===== src/rtl/round_judge_if.sv =====
// round_judge_if: quiz-round bundle between the round driver and round_judge.
// Carries START/KEY, both players' answer strobes, and the judged outputs.
interface round_judge_if #(
  parameter int unsigned W  = 8,
  parameter int unsigned TW = 12
);
  logic          START;
  logic [W-1:0]  KEY;
  logic [W-1:0]  MY_ANS;
  logic          MY_VLD;
  logic [W-1:0]  EN_ANS;
  logic          EN_VLD;
  logic [1:0]    RESULT;
  logic          ROUND_ACT;
  logic          MY_LOCK;
  logic          EN_LOCK;
  logic [TW-1:0] TIME_LEFT;

  modport master (
    output START, KEY, MY_ANS, MY_VLD,
    output EN_ANS, EN_VLD,
    input  RESULT, ROUND_ACT,
    input  MY_LOCK, EN_LOCK, TIME_LEFT
  );

  modport slave (
    input  START, KEY, MY_ANS, MY_VLD,
    input  EN_ANS, EN_VLD,
    output RESULT, ROUND_ACT,
    output MY_LOCK, EN_LOCK, TIME_LEFT
  );
endinterface


===== src/rtl/round_judge.sv =====
// round_judge: judges one quiz round, emits a held 2-bit result code.
// Ports: CLK, RST (async low), bus (slave: START/KEY/answers in, RESULT/locks/timer out).
module round_judge #(
  parameter int unsigned    W       = 8,
  parameter int unsigned    TW      = 12,
  parameter logic [TW-1:0]  TIMEOUT = 12'd2000,
  parameter int unsigned    HOLD    = 4
) (
  input  logic        CLK,
  input  logic        RST,
  round_judge_if.slave bus
);

  localparam int unsigned HW = $clog2(HOLD + 1);

  typedef enum logic [1:0] {
    IDLE,
    ARMED,
    REPORT
  } state_t;

  state_t        state_q;
  logic [W-1:0]  key_q;
  logic [1:0]    result_q;
  logic          act_q;
  logic          my_lock_q;
  logic          en_lock_q;
  logic [TW-1:0] time_q;
  logic [HW-1:0] hold_q;

  logic       my_ok, my_bad;
  logic       en_ok, en_bad;
  logic [1:0] code;

  always_comb begin
    my_ok  = bus.MY_VLD & ~my_lock_q
           & (bus.MY_ANS == key_q);
    my_bad = bus.MY_VLD & ~my_lock_q
           & (bus.MY_ANS != key_q);
    en_ok  = bus.EN_VLD & ~en_lock_q
           & (bus.EN_ANS == key_q);
    en_bad = bus.EN_VLD & ~en_lock_q
           & (bus.EN_ANS != key_q);
  end

  // Priority order matters: a correct answer wins
  // over a wrong one and over the timeout.
  always_comb begin
    code = 2'b00;
    if (my_ok && en_ok)
      code = 2'b11;
    else if (my_ok)
      code = 2'b01;
    else if (en_ok)
      code = 2'b10;
    else if ((my_lock_q | my_bad) &&
             (en_lock_q | en_bad))
      code = 2'b11;
    else if (time_q == '0)
      code = 2'b11;
  end

  always_ff @(posedge CLK or negedge RST) begin
    if (!RST) begin
      state_q   <= IDLE;
      key_q     <= '0;
      result_q  <= 2'b00;
      act_q     <= 1'b0;
      my_lock_q <= 1'b0;
      en_lock_q <= 1'b0;
      time_q    <= '0;
      hold_q    <= '0;
    end else begin
      unique case (state_q)
        IDLE: begin
          result_q <= 2'b00;
          if (bus.START) begin
            key_q     <= bus.KEY;
            time_q    <= TIMEOUT;
            my_lock_q <= 1'b0;
            en_lock_q <= 1'b0;
            act_q     <= 1'b1;
            state_q   <= ARMED;
          end
        end
        ARMED: begin
          if (code != 2'b00) begin
            result_q <= code;
            hold_q   <= HW'(HOLD);
            act_q    <= 1'b0;
            state_q  <= REPORT;
          end else begin
            if (my_bad) my_lock_q <= 1'b1;
            if (en_bad) en_lock_q <= 1'b1;
            if (time_q != '0)
              time_q <= time_q - TW'(1);
          end
        end
        REPORT: begin
          // Returning through IDLE guarantees a 00
          // gap before the next code.
          if (hold_q <= HW'(1)) begin
            result_q <= 2'b00;
            state_q  <= IDLE;
          end else begin
            hold_q <= hold_q - HW'(1);
          end
        end
        default: state_q <= IDLE;
      endcase
    end
  end

  assign bus.RESULT    = result_q;
  assign bus.ROUND_ACT = act_q;
  assign bus.MY_LOCK   = my_lock_q;
  assign bus.EN_LOCK   = en_lock_q;
  assign bus.TIME_LEFT = time_q;

endmodule


===== src/flat_wrapper.sv =====
// flat-port wrapper written by rule: the top's interface ports become plain ports
module round_judge_flat 
#(
  parameter int unsigned    W       = 8,
  parameter int unsigned    TW      = 12,
  parameter logic [TW-1:0]  TIMEOUT = 12'd2000,
  parameter int unsigned    HOLD    = 4
)
  (CLK, RST, bus_START, bus_KEY, bus_MY_ANS, bus_MY_VLD, bus_EN_ANS, bus_EN_VLD, bus_RESULT, bus_ROUND_ACT, bus_MY_LOCK, bus_EN_LOCK, bus_TIME_LEFT);
  round_judge_if #(.W(W), .TW(TW)) bus_i ();
  input  logic CLK;
  input  logic RST;
  input wire logic [$bits(bus_i.START)-1:0] bus_START;
  input wire logic [$bits(bus_i.KEY)-1:0] bus_KEY;
  input wire logic [$bits(bus_i.MY_ANS)-1:0] bus_MY_ANS;
  input wire logic [$bits(bus_i.MY_VLD)-1:0] bus_MY_VLD;
  input wire logic [$bits(bus_i.EN_ANS)-1:0] bus_EN_ANS;
  input wire logic [$bits(bus_i.EN_VLD)-1:0] bus_EN_VLD;
  output wire logic [$bits(bus_i.RESULT)-1:0] bus_RESULT;
  output wire logic [$bits(bus_i.ROUND_ACT)-1:0] bus_ROUND_ACT;
  output wire logic [$bits(bus_i.MY_LOCK)-1:0] bus_MY_LOCK;
  output wire logic [$bits(bus_i.EN_LOCK)-1:0] bus_EN_LOCK;
  output wire logic [$bits(bus_i.TIME_LEFT)-1:0] bus_TIME_LEFT;
  assign bus_i.START = bus_START;
  assign bus_i.KEY = bus_KEY;
  assign bus_i.MY_ANS = bus_MY_ANS;
  assign bus_i.MY_VLD = bus_MY_VLD;
  assign bus_i.EN_ANS = bus_EN_ANS;
  assign bus_i.EN_VLD = bus_EN_VLD;
  assign bus_RESULT = bus_i.RESULT;
  assign bus_ROUND_ACT = bus_i.ROUND_ACT;
  assign bus_MY_LOCK = bus_i.MY_LOCK;
  assign bus_EN_LOCK = bus_i.EN_LOCK;
  assign bus_TIME_LEFT = bus_i.TIME_LEFT;
  round_judge #(.W(W), .TW(TW), .TIMEOUT(TIMEOUT), .HOLD(HOLD)) u_core (.CLK(CLK), .RST(RST), .bus(bus_i));
endmodule

===== config.mk =====
export PLATFORM = sky130hd
export DESIGN_NAME = round_judge_flat
export DESIGN_NICKNAME = d
export VERILOG_FILES = /design/src/rtl/round_judge_if.sv /design/src/rtl/round_judge.sv /design/src/flat_wrapper.sv
export SDC_FILE = /design/constraint.sdc
export NUM_CORES = 1
export LEC_CHECK = 0
export ABC_AREA = 1
export BUFFER_PORTS_ARGS = -buffer_cell sky130_fd_sc_hd__buf_2
export CORE_ASPECT_RATIO = 2
export CORE_MARGIN = 2
export CORE_UTILIZATION = 53
export CTS_CLUSTER_SIZE = 16
export DETAILED_ROUTE_END_ITERATION = 12
export PLACE_DENSITY_LB_ADDON = 0.3
export SLEW_MARGIN = 5
export SYNTH_ARGS = -nofsm -noshare
export SYNTH_HDL_FRONTEND = slang
export SYNTH_SLANG_ARGS = --single-unit

===== constraint.sdc =====
create_clock -name CLK -period 2.3 [get_ports CLK]
set_input_delay 0.575 -clock CLK [delete_from_list [all_inputs] [get_ports CLK]]
set_output_delay 0.575 -clock CLK [all_outputs]
set_load 0.02 [all_outputs]

==> results.cfg, run 1 <==
[sta]
slew_violations = 0
timing.final.setup_violations = 0
relSlewSlack_pct = 54.1
fin_setup_tns_ps = 0
holdWs_ps = 328
timing_worst_slew_pin_value_ps = 689
finalWorstPathRequiredPeriod_ps = 1830
rsz0062_at_grt = false
final_hold_viol_count = 0
worst_clock_skew_ps = 2.61
post-route-period-util_pct = 79.5
max_clock_freq_ghz = 0.547

[detailed_routing]
drt.antenna.violating_nets = 0
route.final.wire_length_um = 4200
drc_errors = 0
via_per_instance_ratio = 4.92
routed-via-count = 1824
drt_iter0_drc = 37
wire_per_inst_um = 11.3
detail_route.first_pass.iterations = 4

[logic_synthesis]
synth_warnings = 0
avgSynthCellArea_um2 = 6.98
synthCells = 271
synth-seq-area-share_pct = 39.7
synth_seq_cells = 30
synth.net_count = 304
synthesis.area_mm2 = 0.00189
yosys.cell_types.count = 27

[global_route]
grtUsageTotal_pct = 23.9
grt_antenna_before_repair = 0
globalRoute.totalOverflow = 0
grt_max_degree = 31
grt_pass1_vias = 1735
wire_length_of_the_first_global_routing_pass_um = 6950

[clocking]
clockBufferDepth = 2
cts_repair_resize_count = 0
cts.clk_slew.worst_paths_ps = 60
clockRootBuffer = sky130_fd_sc_hd__clkbuf_8
clk-insertion-delay-late_ps = 290
cts.sink_count = 30
post_cts_hold_buffer_count = 0
tritoncts.num_buffers = 5
ctsHtreeMaxLevel = 2
tritoncts_clock_tree = yes
post_cts.repair.setup_buffers = 0

[die]
die_outline_width_um = 46.2
die-area_mm2 = 0.00409
core_mm2 = 0.00342
num_rows = 30
ios = 46
initial_utilization_pct = 55.3
die_height_um = 88.5

[place]
hpwlAfterDp_um = 3270
routabilityCongestion = 0.832
detailed_place.area_mm2 = 0.00217
port_buffers = 45

[status]
run_status = finished, final reports clean

[power]
static-leakage-power_nw = 1.31
pd_cells_mw_per_mm2 = 1350
max-vdd-ir-drop_v = 0.000766

[worst_setup_path]
cp_data_arrival_time_ps = 2010
worst_setup_path_start_kind = flip-flop
setup.worst_path.end_class = flip-flop
worstPathMaxFanout = 16
cp.required_ps = 2480
crit_type = reg -> reg

[layout]
proportion_of_layout_cells_with_a_drive_suffix_above_1_pct = 21.1
final_core_util_pct = 66.2
finish.net_count = 355
stdcell_area_mm2 = 0.00226
synthToLayoutAreaGrowth_pct = 19.7
antenna_cells = 0

[flow_run]
drv.max_cap_violation_count = 0

[worst_hold_path]
hold_class = in -> async
sequential cells by signal, summed over array words and instances, names as in the netlist:
name                  cells
u_core.hold_q             3
u_core.key_q              8
u_core.bus.ROUND_ACT      1
u_core.bus.MY_LOCK        1
u_core.bus.EN_LOCK        1
u_core.state_q            2
u_core.bus.TIME_LEFT     12
u_core.bus.RESULT         2
metal layers:
layer | routed length (um) | global-route usage, % | vias up
met2 | 2340 | 44.8 | 57
met4 | 130 | 15.6 | 0
met5 | 0 | 0 | -
li1 | - | - | 934
met1 | 1520 | 20.9 | 822
met3 | 211 | 4.90 | 11
synth_stat cells (all sizes together):
cell type  instances  area (um^2)
o21bai             2         15.0
nand2            108          420
buf                3         23.8
clkbuf             1         3.75
a21oi              6         30.0
o31ai              1         7.51
dfrtp             30          751
nand4              3         25.0
inv               37          139
and3               2         12.5
nand3             19         95.1
ha                 4         50.1
clkinv             1         3.75
xor2               2         17.5
or2                6         37.5
o21ai             11         55.1
nor2              19         73.8
nor3               4         25.0
xnor2             12          105
cell type report:
cell class	count	area, um^2
inverters	38	143
well taps	48	60.1
repair buffers	48	248
flip-flops and latches	30	751
fillers	335	1150
clock inverters	1	5.00
multi-input cells	199	970
clock buffers	7	86.3
power by group:
| group | leakage (nW) | switching, mW | total, mW | internal, mW |
|---|---|---|---|---|
| Combinational | 0.893 | 1.03 | 1.64 | 0.602 |
| Clock | 0.0482 | 0.197 | 0.438 | 0.241 |
| Sequential | 0.372 | 0.214 | 0.973 | 0.759 |
| Total | 1.31 | 1.45 | 3.05 | 1.60 |
worst paths after layout:
path,cells past startpoint,start,to,slack (ps)
max,14,u_core.key_q[4],u_core.bus.TIME_LEFT[1],470
min,1,RST,u_core.bus.TIME_LEFT[6],330
max reg2reg,14,u_core.key_q[4],u_core.bus.TIME_LEFT[1],470
min reg2reg,2,u_core.bus.ROUND_ACT,u_core.bus.ROUND_ACT,470
max in group asynchronous,1,RST,u_core.hold_q[0],1530
min in group CLK,2,u_core.bus.ROUND_ACT,u_core.bus.ROUND_ACT,470
layout by cell type, fill, tap and decap left out:
cell / synthesis / final
sky130_fd_sc_hd__xor2_1: 2 / 2
sky130_fd_sc_hd__nor2_1: 18 / 18
sky130_fd_sc_hd__clkinv_2: 0 / 1
sky130_fd_sc_hd__nor2_2: 1 / 1
sky130_fd_sc_hd__nand4_1: 2 / 2
sky130_fd_sc_hd__xnor2_1: 12 / 12
sky130_fd_sc_hd__nor3_2: 1 / 1
sky130_fd_sc_hd__buf_4: 1 / 3
sky130_fd_sc_hd__o31ai_1: 1 / 1
sky130_fd_sc_hd__clkinv_1: 1 / 1
sky130_fd_sc_hd__or2_1: 3 / 3
sky130_fd_sc_hd__nand2_1: 106 / 106
sky130_fd_sc_hd__dfrtp_1: 30 / 30
sky130_fd_sc_hd__nand2_4: 2 / 2
sky130_fd_sc_hd__inv_1: 32 / 32
sky130_fd_sc_hd__and3_1: 2 / 2
sky130_fd_sc_hd__nand4_2: 1 / 1
sky130_fd_sc_hd__a21oi_1: 6 / 6
sky130_fd_sc_hd__o21ai_0: 11 / 11
sky130_fd_sc_hd__clkbuf_1: 1 / 1
sky130_fd_sc_hd__ha_1: 4 / 4
sky130_fd_sc_hd__buf_2: 1 / 45
sky130_fd_sc_hd__or2_2: 3 / 3
sky130_fd_sc_hd__nand3_1: 19 / 19
sky130_fd_sc_hd__clkbuf_8: 0 / 6
sky130_fd_sc_hd__inv_2: 5 / 5
sky130_fd_sc_hd__nor3_1: 3 / 3
sky130_fd_sc_hd__o21bai_1: 2 / 2
worst max-delay path: stages, from the launching register on:
cell and delay, ps:
sky130_fd_sc_hd__dfrtp_1 390, sky130_fd_sc_hd__inv_1 90, sky130_fd_sc_hd__nand2_1 60, sky130_fd_sc_hd__nand2_1 50, sky130_fd_sc_hd__nand2_1 60, sky130_fd_sc_hd__nor2_1 140, sky130_fd_sc_hd__nand2_1 80, sky130_fd_sc_hd__nand2_1 70
sky130_fd_sc_hd__nand2_1 80, sky130_fd_sc_hd__nand2_1 80, sky130_fd_sc_hd__nand4_2 120, sky130_fd_sc_hd__nand2_4 200, sky130_fd_sc_hd__nand2_4 140, sky130_fd_sc_hd__nand2_1 100, sky130_fd_sc_hd__nand2_1 50
metrics by stage:
step | total power, mW | worst slack [ps] | std cells
5_1_grt | 3.34 | 209 | 371
6_report | 3.05 | 472 | 371
3_5_place_dp | 2.62 | 218 | 363
3_3_place_gp | 2.59 | 258 | 363
2_1_floorplan | 2.20 | 563 | 271
4_1_cts | 3.07 | 449 | 371
logic make-up (layout without fill, tap and decap cells):
group	after synthesis	count (layout)	share of synthesized area (%)
buffers and inverters	42	94	9.00
flip-flops	30	30	39.7
adder cells (fa/ha/maj)	4	4	2.65
AND/OR/NAND/NOR	161	161	36.5
XOR/XNOR	14	14	6.49
AO/OA/AOI/OAI	20	20	5.69
Power figures use the tool's default switching activity.
==> run 2, diff against run 1 <==
==> constraint.sdc (replaced) <==
create_clock -name CLK -period 1.8 [get_ports CLK]
set_input_delay 0.45 -clock CLK [delete_from_list [all_inputs] [get_ports CLK]]
set_output_delay 0.45 -clock CLK [all_outputs]
set_load 0.02 [all_outputs]
==> run 2 against run 1 <==
Compared with the run above: sequential cell count did not move; combinational power increased by 66%; fmax is 3.1% higher; register-to-register slack lost 450 ps; critical path type unchanged.
==> results.cfg, run 2 (synthesized netlist as in run 1, its figures left out) <==
[place]
hpwlAfterDp_um = 3400
place_ws_ps = -103
port_buffers = 45
routabilityCongestion = 0.838

[sta]
slew_violations = 0
finalWorstPathRequiredPeriod_ps = 1770
rsz0062_at_grt = true
timing.final.setup_violations = 0
worst_clock_skew_ps = 5.74
relSlewSlack_pct = 55.6
timing_worst_slew_pin_value_ps = 666
post-route-period-util_pct = 98.5
finalWorstSetupSlack_ps = 26.6
final_hold_viol_count = 0
max_clock_freq_ghz = 0.564

[worst_setup_path]
crit_path_cell_trace = or2_4 -> nor3_4 -> and3_4 -> inv_2 -> nand4_4 -> nand2_8 -> buf_6 -> nand3_1 -> nand2_1
critical_r2r_capture = u_core.bus.TIME_LEFT[11]
cp.required_ps = 1980
cp_data_arrival_time_ps = 1950
r2r_slack_ps = 30
worst_setup_path_endpoint = u_core.bus.TIME_LEFT[11]
setup.worst_path.end_class = flip-flop
worst_setup_path_start_kind = flip-flop
launch_point_of_the_critical_path = u_core.bus.TIME_LEFT[5]
worst-r2r-cell-count = 9
worst_path_buffer_plus_inverter_count = 2
timing.critical_path.slowest_stage_cell = sky130_fd_sc_hd__dfrtp_1
worst_path_dominant_cell_family = simple AND/OR/NAND/NOR gates
r2r_start = u_core.bus.TIME_LEFT[5]
crit_type = reg -> reg
crit_path_max_incr_delay_ps = 410
levels_on_crit_path = 9
worstPathMaxFanout = 6

[global_route]
globalRoute.totalOverflow = 0
grt_max_degree = 31
wire_length_of_the_first_global_routing_pass_um = 7560
grtUsageTotal_pct = 25.3
grt_pass1_vias = 1839
grt_antenna_before_repair = 0

[clocking]
clockBufferDepth = 2
clk-insertion-delay-late_ps = 290
clockRootBuffer = sky130_fd_sc_hd__clkbuf_8
tritoncts_clock_tree = yes
cts.sink_count = 30
post_cts_hold_buffer_count = 0
cts.clk_slew.worst_paths_ps = 70
ctsHtreeMaxLevel = 2
tritoncts.num_buffers = 5

[flow_run]
drv.max_cap_violation_count = 0

[die]
die_height_um = 88.5
die-area_mm2 = 0.00409
initial_utilization_pct = 55.3
core_mm2 = 0.00342
ios = 46
die_outline_width_um = 46.2
num_rows = 30

[detailed_routing]
route.final.wire_length_um = 5110
via_per_instance_ratio = 5.08
wire_per_inst_um = 13.0
detail_route.first_pass.iterations = 4
routed-via-count = 1993
drt.antenna.violating_nets = 0
drt_iter0_drc = 60
drc_errors = 0

[power]
report.power.total_mw = 4.63
combPwrFrac_pct = 58.7
max-vdd-ir-drop_v = 0.00138
pd_cells_mw_per_mm2 = 1800
power.internal_mw = 2.48
sequential_share_of_power_pct = 26.6
sw_frac_of_total_pct = 46.5
switching_power_mw = 2.15
static-leakage-power_nw = 1.44
proportion_of_power_drawn_by_the_clock_network_pct = 14.7

[worst_hold_path]
hold_class = in -> async

[layout]
layout_common_cells = sky130_fd_sc_hd__nand2_1 (100), sky130_fd_sc_hd__buf_2 (45), sky130_fd_sc_hd__inv_1 (30)
antenna_cells = 0
number_of_flip_flops_under_the_largest_register_name = 12
nFillCells = 256
finish.net_count = 376
most_common_cell_after_layout_fill_and_taps_aside = sky130_fd_sc_hd__nand2_1
synthToLayoutAreaGrowth_pct = 36.1
proportion_of_layout_cells_with_a_drive_suffix_above_1_pct = 33.7

[status]
run_status = finished, final reports clean
## run 2: cell types whose count changed in the layout (fill, tap and decap cells not counted), sizes merged
cell	previous run	this run
bufinv	0	1
clkbuf	7	5
clkinv	2	3
buf	48	69
## run 2: cell type report
type	instances	area (um^2)	area share [%]
Sequential cell	30	752	29.2
Multi-Input combinational cell	199	1090	42.3
Clock inverter	3	40.0	1.56
Tap cell	48	60.1	2.33
Clock buffer	5	68.8	2.68
Inverter	38	143	5.54
Timing Repair Buffer	69	420	16.3
## run 2: what timing repair did
action | 4_1_cts | 5_1_grt
setup endpoints to repair | 0 | 22
buffers inserted | 0 | 11
gates resized for setup | 0 | 35
## run 2: worst min-delay path by stage
| stage | end | slack, ps | cells past startpoint |
|---|---|---|---|
| finish | u_core.bus.TIME_LEFT[4] | 190 | 1 |
| global route | u_core.bus.TIME_LEFT[4] | 250 | 1 |
| CTS | u_core.bus.TIME_LEFT[6] | 220 | 1 |
| detailed placement | u_core.bus.RESULT[1] | 460 | 2 |
| global placement | u_core.hold_q[1] | 460 | 2 |
| floorplan | u_core.bus.EN_LOCK | 150 | 0 |
## run 2: routing by layer
metal	vias up	wire (um)	global-route usage [%]
met5	-	0	0
met4	0	169	14.3
met3	17	243	4.49
met2	71	2960	46.5
met1	928	1740	24.5
li1	977	-	-
## run 2: through the flow
| step | setup TNS [ps] | utilization, % | std cells | cell area (um^2) | hold slack [ps] |
|---|---|---|---|---|---|
| 2_1_floorplan | 0 | - | 271 | 1890 | 154 |
| 3_3_place_gp | -1170 | 65.8 | 373 | 2250 | 456 |
| 3_5_place_dp | -1270 | 65.8 | 373 | 2250 | 463 |
| 4_1_cts | 0 | 68.9 | 381 | 2350 | 224 |
| 5_1_grt | -1070 | 75.3 | 392 | 2570 | 255 |
| 6_report | 0 | 75.3 | 392 | 2570 | 187 |
## run 2: power groups by stage
stage / Sequential (mW) / Combinational (mW) / Clock [mW]
2_1_floorplan: 1.37 / 1.44 / 0
3_3_place_gp: 1.22 / 2.19 / 0
3_5_place_dp: 1.22 / 2.23 / 0
4_1_cts: 1.21 / 2.25 / 0.684
5_1_grt: 1.26 / 3.01 / 0.712
6_report: 1.23 / 2.72 / 0.681
